File: src/rtl/alu_exec_stage_pkg.sv
// ---------------------------------------------------------------------------
// alu_exec_stage_pkg
// Shared definitions for the ALU execution stage:
//   - op-select encodings driven onto au_sel
//   - bit positions of the {N,Z,V,C} flag vector
//   - FSM state type of the stage controller
// ---------------------------------------------------------------------------
package alu_exec_stage_pkg;

    localparam logic [1:0] OP_ADD = 2'b00;
    localparam logic [1:0] OP_INC = 2'b01;
    localparam logic [1:0] OP_SUB = 2'b10;
    localparam logic [1:0] OP_DEC = 2'b11;

    localparam int F_N = 3;
    localparam int F_Z = 2;
    localparam int F_V = 1;
    localparam int F_C = 0;

    typedef enum logic [1:0] {
        ST_IDLE = 2'b00,
        ST_EXEC = 2'b01,
        ST_DONE = 2'b10
    } state_e;

endpackage

File: src/rtl/alu_sat_clamp.sv
// ---------------------------------------------------------------------------
// alu_sat_clamp
// Combinational signed saturation of the arithmetic unit result. Used only
// when the stage is built with ALU_EXEC_SAT_EN.
// Ports:
//   a_msb     in   sign bit of operand A (direction of the clamp)
//   res_in    in   raw result from the arithmetic unit
//   nzvc_in   in   raw {N,Z,V,C} flags from the arithmetic unit
//   res_out   out  result, clamped to 0x7F/0x80 when V is set
//   nzvc_out  out  flags; N/Z refreshed from the clamped value, V/C untouched
// ---------------------------------------------------------------------------
module alu_sat_clamp
    import alu_exec_stage_pkg::*;
#(
    parameter int W  = 8,
    parameter int FW = 4
) (
    input  logic          a_msb,
    input  logic [W-1:0]  res_in,
    input  logic [FW-1:0] nzvc_in,
    output logic [W-1:0]  res_out,
    output logic [FW-1:0] nzvc_out
);

    // Clamp toward the sign of A on overflow and refresh N/Z for the clamped value
    always_comb begin
        res_out  = res_in;
        nzvc_out = nzvc_in;
        if (nzvc_in[F_V]) begin
            res_out       = a_msb ? {1'b1, {(W-1){1'b0}}} : {1'b0, {(W-1){1'b1}}};
            nzvc_out[F_N] = res_out[W-1];
            nzvc_out[F_Z] = (res_out == {W{1'b0}});
        end else begin
            res_out  = res_in;
            nzvc_out = nzvc_in;
        end
    end

endmodule

File: src/rtl/alu_exec_stage.sv
// ---------------------------------------------------------------------------
// alu_exec_stage
// Registered execution stage around an external combinational 8-bit
// arithmetic unit. One operation in flight: IDLE accepts a request and
// registers the unit operands, EXEC captures the unit outputs into the
// result/flag registers (and optionally the accumulator), DONE presents
// the result until the downstream takes it.
// Optional feature: define ALU_EXEC_SAT_EN to saturate the captured result
// on signed overflow (see alu_sat_clamp).
// Ports:
//   clk, rst                        clock, synchronous active-high reset
//   in_valid/in_ready               request handshake
//   in_a, in_b, in_sel              operands and op select
//   in_use_acc, in_wr_acc           take A from / write result to accumulator
//   au_a, au_b, au_sel              registered operands to the unit
//   au_result, au_nzvc              combinational outputs of the unit
//   out_valid/out_ready             result handshake
//   out_result, out_nzvc            registered result and flags
//   acc                             accumulator
// ---------------------------------------------------------------------------
module alu_exec_stage
    import alu_exec_stage_pkg::*;
#(
    parameter int W  = 8,
    parameter int FW = 4
) (
    input  logic          clk,
    input  logic          rst,
    input  logic          in_valid,
    output logic          in_ready,
    input  logic [W-1:0]  in_a,
    input  logic [W-1:0]  in_b,
    input  logic [1:0]    in_sel,
    input  logic          in_use_acc,
    input  logic          in_wr_acc,
    output logic [W-1:0]  au_a,
    output logic [W-1:0]  au_b,
    output logic [1:0]    au_sel,
    input  logic [W-1:0]  au_result,
    input  logic [FW-1:0] au_nzvc,
    output logic          out_valid,
    input  logic          out_ready,
    output logic [W-1:0]  out_result,
    output logic [FW-1:0] out_nzvc,
    output logic [W-1:0]  acc
);

    state_e        state_q, state_d;
    logic [W-1:0]  au_a_q, au_a_d;
    logic [W-1:0]  au_b_q, au_b_d;
    logic [1:0]    au_sel_q, au_sel_d;
    logic          wr_acc_q, wr_acc_d;
    logic [W-1:0]  acc_q, acc_d;
    logic [W-1:0]  out_result_q, out_result_d;
    logic [FW-1:0] out_nzvc_q, out_nzvc_d;
    logic          out_valid_q, out_valid_d;
    logic          in_ready_q, in_ready_d;

    // Value actually captured at the end of EXEC
    logic [W-1:0]  cap_result;
    logic [FW-1:0] cap_nzvc;

`ifdef ALU_EXEC_SAT_EN
    alu_sat_clamp #(
        .W  (W),
        .FW (FW)
    ) u_sat_clamp (
        .a_msb    (au_a_q[W-1]),
        .res_in   (au_result),
        .nzvc_in  (au_nzvc),
        .res_out  (cap_result),
        .nzvc_out (cap_nzvc)
    );
`else
    assign cap_result = au_result;
    assign cap_nzvc   = au_nzvc;
`endif

    // Next-state and next-register computation for the stage controller
    always_comb begin
        state_d      = state_q;
        au_a_d       = au_a_q;
        au_b_d       = au_b_q;
        au_sel_d     = au_sel_q;
        wr_acc_d     = wr_acc_q;
        acc_d        = acc_q;
        out_result_d = out_result_q;
        out_nzvc_d   = out_nzvc_q;
        case (state_q)
            ST_IDLE: begin
                if (in_valid) begin
                    au_a_d   = in_use_acc ? acc_q : in_a;
                    au_b_d   = in_b;
                    au_sel_d = in_sel;
                    wr_acc_d = in_wr_acc;
                    state_d  = ST_EXEC;
                end else begin
                    state_d  = ST_IDLE;
                end
            end
            ST_EXEC: begin
                // au_* has been stable for this whole cycle, so the unit has settled
                out_result_d = cap_result;
                out_nzvc_d   = cap_nzvc;
                if (wr_acc_q) begin
                    acc_d = cap_result;
                end else begin
                    acc_d = acc_q;
                end
                state_d = ST_DONE;
            end
            ST_DONE: begin
                if (out_ready) begin
                    state_d = ST_IDLE;
                end else begin
                    state_d = ST_DONE;
                end
            end
            default: begin
                state_d = ST_IDLE;
            end
        endcase
        // Handshake outputs are registered copies of the next state decode
        out_valid_d = (state_d == ST_DONE);
        in_ready_d  = (state_d == ST_IDLE);
    end

    // State and datapath registers with synchronous reset
    always_ff @(posedge clk) begin
        if (rst) begin
            state_q      <= ST_IDLE;
            au_a_q       <= {W{1'b0}};
            au_b_q       <= {W{1'b0}};
            au_sel_q     <= 2'b00;
            wr_acc_q     <= 1'b0;
            acc_q        <= {W{1'b0}};
            out_result_q <= {W{1'b0}};
            out_nzvc_q   <= {FW{1'b0}};
            out_valid_q  <= 1'b0;
            in_ready_q   <= 1'b1;
        end else begin
            state_q      <= state_d;
            au_a_q       <= au_a_d;
            au_b_q       <= au_b_d;
            au_sel_q     <= au_sel_d;
            wr_acc_q     <= wr_acc_d;
            acc_q        <= acc_d;
            out_result_q <= out_result_d;
            out_nzvc_q   <= out_nzvc_d;
            out_valid_q  <= out_valid_d;
            in_ready_q   <= in_ready_d;
        end
    end

    assign in_ready   = in_ready_q;
    assign out_valid  = out_valid_q;
    assign au_a       = au_a_q;
    assign au_b       = au_b_q;
    assign au_sel     = au_sel_q;
    assign out_result = out_result_q;
    assign out_nzvc   = out_nzvc_q;
    assign acc        = acc_q;

endmodule
File: config.mk
export PLATFORM = sky130hd
export DESIGN_NAME = alu_exec_stage
export DESIGN_NICKNAME = d
export VERILOG_FILES = /design/src/rtl/alu_exec_stage_pkg.sv /design/src/rtl/alu_sat_clamp.sv /design/src/rtl/alu_exec_stage.sv
export SDC_FILE = /design/constraint.sdc
export NUM_CORES = 1
export LEC_CHECK = 0
export ABC_AREA = 0
export BUFFER_PORTS_ARGS = -buffer_cell sky130_fd_sc_hd__buf_2
export CORE_MARGIN = 5
export CORE_UTILIZATION = 40
export DETAILED_ROUTE_END_ITERATION = 7
export GPL_TIMING_DRIVEN = 0
export HOLD_SLACK_MARGIN = 0.06
export PLACE_DENSITY = 0.75
export SLEW_MARGIN = 20
export SYNTH_ARGS = -nofsm -noshare
export SYNTH_HDL_FRONTEND = slang
export SYNTH_SLANG_ARGS = --single-unit
File: constraint.sdc
create_clock -name clk -period 1.2 [get_ports clk]
set_clock_uncertainty 0.1 [all_clocks]
set_input_delay 0.12 -clock clk [delete_from_list [all_inputs] [get_ports clk]]
set_output_delay 0.12 -clock clk [all_outputs]
set_load 0.02 [all_outputs]
==> results by group <==
Cells and area
  – Area Overhead vs Synth: 57.0%
  – Nets: 325
  – Layout cells sized above 1: 40.7%
  – Leading cell type in the layout, fill and taps excluded: buf_2
  – # diodes: 0
  – Most frequent cells in the layout: buf_2, nand2_1, dfxtp_1
  – Finished Cell Area: ~0.0025 mm^2

Clock tree
  – CTS tree: done
  – Root Buffer: clkbuf_8
  – Clock slew at reported path FFs: 0.08 ns
  – Hold Buf Count CTS: 23
  – Clk buf depth: 2
  – CTS Buf Count: 5
  – H-tree Lvls: 2
  – Clk sink count: 43
  – Later-pin clock latency in the skew report: 0.29 ns

Timing
  – Worst-margin pin slew: between 0.6 and 0.7 ns
  – Final period util: 111%
  – Setup slack after layout: -0.136 ns
  – Crit path time final: 1.34 ns
  – Max Transition Viols Final: 0
  – Final setup fails: 19
  – Fin Setup TNS: -1.30 ns
  – Slew HR: 59.3%
  – Fmax: 748 MHz
  – Unrepaired setup endpoints after global routing: yes
  – Endpoints failing hold: 0

GRT
  – Tot GR Track Use: 16.8%
  – Pin count of the biggest net entering global routing: 13
  – Grt total ovfl: 0
  – Initial antenna violation count: 0
  – First-pass GRT wire length: around 7000 um
  – Number of global-route vias before repair: 1,497

Setup path
  – Crit path launch type: register
  – Reg-to-reg startpoint: state_q[1]
  – Critical Path RT: 1.26 ns
  – Arrival time at the worst endpoint: ~1.4 ns
  – R2R Path End: au_b[0]
  – CP Max Fanout: 7
  – Setup CP Type: register to register
  – Flop-to-flop setup slack: -0.14 ns
  – Worst R2R Path Depth: 4
  – Critical path capture point type: register

Outcome
  – Failing checks: negative setup slack
  – Status: finished, violations left

Synthesis
  – Post-Synthesis Cells: 183
  – Mapped cell area: between 0.0015 and 0.002 mm^2
  – Unique cell type count in the Yosys netlist: 19
  – YS warnings: 0
  – Yosys reg bits: 43
  – Mapped Nets: 219
  – Sequential cell area fraction in the yosys report: 54.6%
  – Syn_area_per_cell: roughly 8.6 um^2

Routing
  – Vias: 1,619
  – DRT antenna net count: 0
  – 1st-pass router iterations: 4
  – Initial DRC Count: 46
  – WL final: 4610 um
  – DRC viols: 0
  – Via density: ~4.8
  – Post-DR wirelength/cell: 13.6 um

Power and ir drop
  – VDD IR max: slightly above 0.7 mV
  – Pwr Density: 1220 mW/mm^2
  – Leak Pwr: 1.11 nW

Min path
  – Worst hold start: rst
  – WHS Endpoint: state_q[1]
  – Worst hold path class: input pin to register
  – Hold Path Depth: 2

Floorplan
  – Die extent in x: 72.8 um
  – Total Die Area: about 0.0053 mm^2
  – Num rows: 22
  – Core Footprint: between 0.003 and 0.004 mm^2
  – I/O Pins: 76
  – Starting Density: 42.1%
  – Die height: slightly above 70 um

Placement
  – Number of I/O port buffers: 73
  – Gpl congestion: between 0.7 and 0.8
  – Final HPWL DP: about 3000 um
  – Placed Area: 0.00201 mm^2

Run
  – Number of max-cap violations: 0
==> worst max-delay path: stages (launching register included) <==
cell,delay (ns)
dfxtp_4,0.38
or3b_4,0.44
buf_6,0.16
nand2_2,0.07
a21oi_2,0.05
==> cells by family (layout without fill, tap and decap cells) <==
group / count (synthesis) / in the layout / synth area share (%)
DFF: 43 / 43 / 54.6
AOI/OAI and AO/OA: 41 / 41 / 14.6
and+or+nand+nor: 79 / 79 / 21.4
buffers and inverters: 12 / 119 / 4.21
muxes: 8 / 8 / 5.08
==> sequential cells by signal, summed over array words and instances (netlist names) <==
signal and count:
au_b 8, out_result 8, wr_acc_q 1, au_a 8
out_valid 1, out_nzvc 4, in_ready 1, state_q 2
au_sel 2, acc 8
==> power breakdown <==
part           switching, mW  leakage, nW  total (mW)  internal [mW]
registers             0.0495        0.353        1.55           1.50
logic                  0.321        0.717       0.598          0.277
clock network          0.465       0.0422       0.873          0.409
total                  0.835         1.11        3.03           2.19
==> worst max path at each step <==
stage	to	from	slack, ns	depth (start not counted)
2_1_floorplan	au_b[0]	state_q[0]	-0.02	4
3_3_place_gp	au_b[6]	state_q[1]	-0.16	4
3_5_place_dp	wr_acc_q	state_q[1]	-0.19	4
4_1_cts	au_b[4]	state_q[0]	-0.08	4
5_1_grt	au_b[0]	state_q[1]	-0.17	4
6_report	au_b[0]	state_q[1]	-0.14	4
==> per-stage QoR <==
stage	total power, mW	cells	worst slack, ns	hold WS, ns	utilization, %
after floorplan	1.87	183	-0.0188	0.156	-
after global placement	2.04	304	-0.157	0.262	53.8
after detailed placement	2.04	304	-0.194	0.266	53.8
after CTS	2.98	337	-0.0849	0.0260	63.6
after global routing	3.17	338	-0.167	0.0340	66.1
final	3.03	338	-0.136	0.0338	66.1
==> repair_timing <==
| action | 4_1_cts | 5_1_grt |
|---|---|---|
| setup endpoints to repair | 40 | 39 |
| resized for setup | 9 | 29 |
| setup buffers | 2 | 0 |
| endpoints found under the hold margin | 33 | 2 |
| cloned | 0 | 1 |
| pin swaps | 1 | 22 |
==> final cells by class <==
class / count / area [um^2]
multi-input cells: 128 / 731
fillers: 339 / 1270
clock inverters: 1 / 5.00
plain buffers: 12 / 95.1
clock buffers: 7 / 76.3
repair buffers: 99 / 638
well taps: 48 / 60.1
flip-flops and latches: 43 / 868
==> cells in the mapped netlist <==
library cell	number	area [um^2]
nand2_1	62	233
dfxtp_1	43	861
a21oi_1	33	165
nor2_1	9	33.8
mux2i_1	8	80.1
a211oi_1	7	52.6
buf_2	4	20.0
clkbuf_1	4	15.0
buf_6	2	22.5
or3b_1	2	17.5
a211oi_2	1	12.5
and3b_1	1	8.76
buf_1	1	3.75
clkbuf_2	1	5.00
nand2b_1	1	6.26
nand3b_1	1	7.51
nor2_2	1	6.26
nor2b_1	1	6.26
nor3b_4	1	18.8
==> layer usage <==
layer | part of all wire (%) | GRT usage [%] | up-vias
met5 | 0 | 0 | -
met2 | 47 | 27.0 | 60
li1 | - | - | 820
met4 | 2.7 | 6.97 | 0
met1 | 42 | 20.4 | 728
met3 | 8.5 | 5.79 | 11
Note: power is estimated with default switching activity, not from simulation.
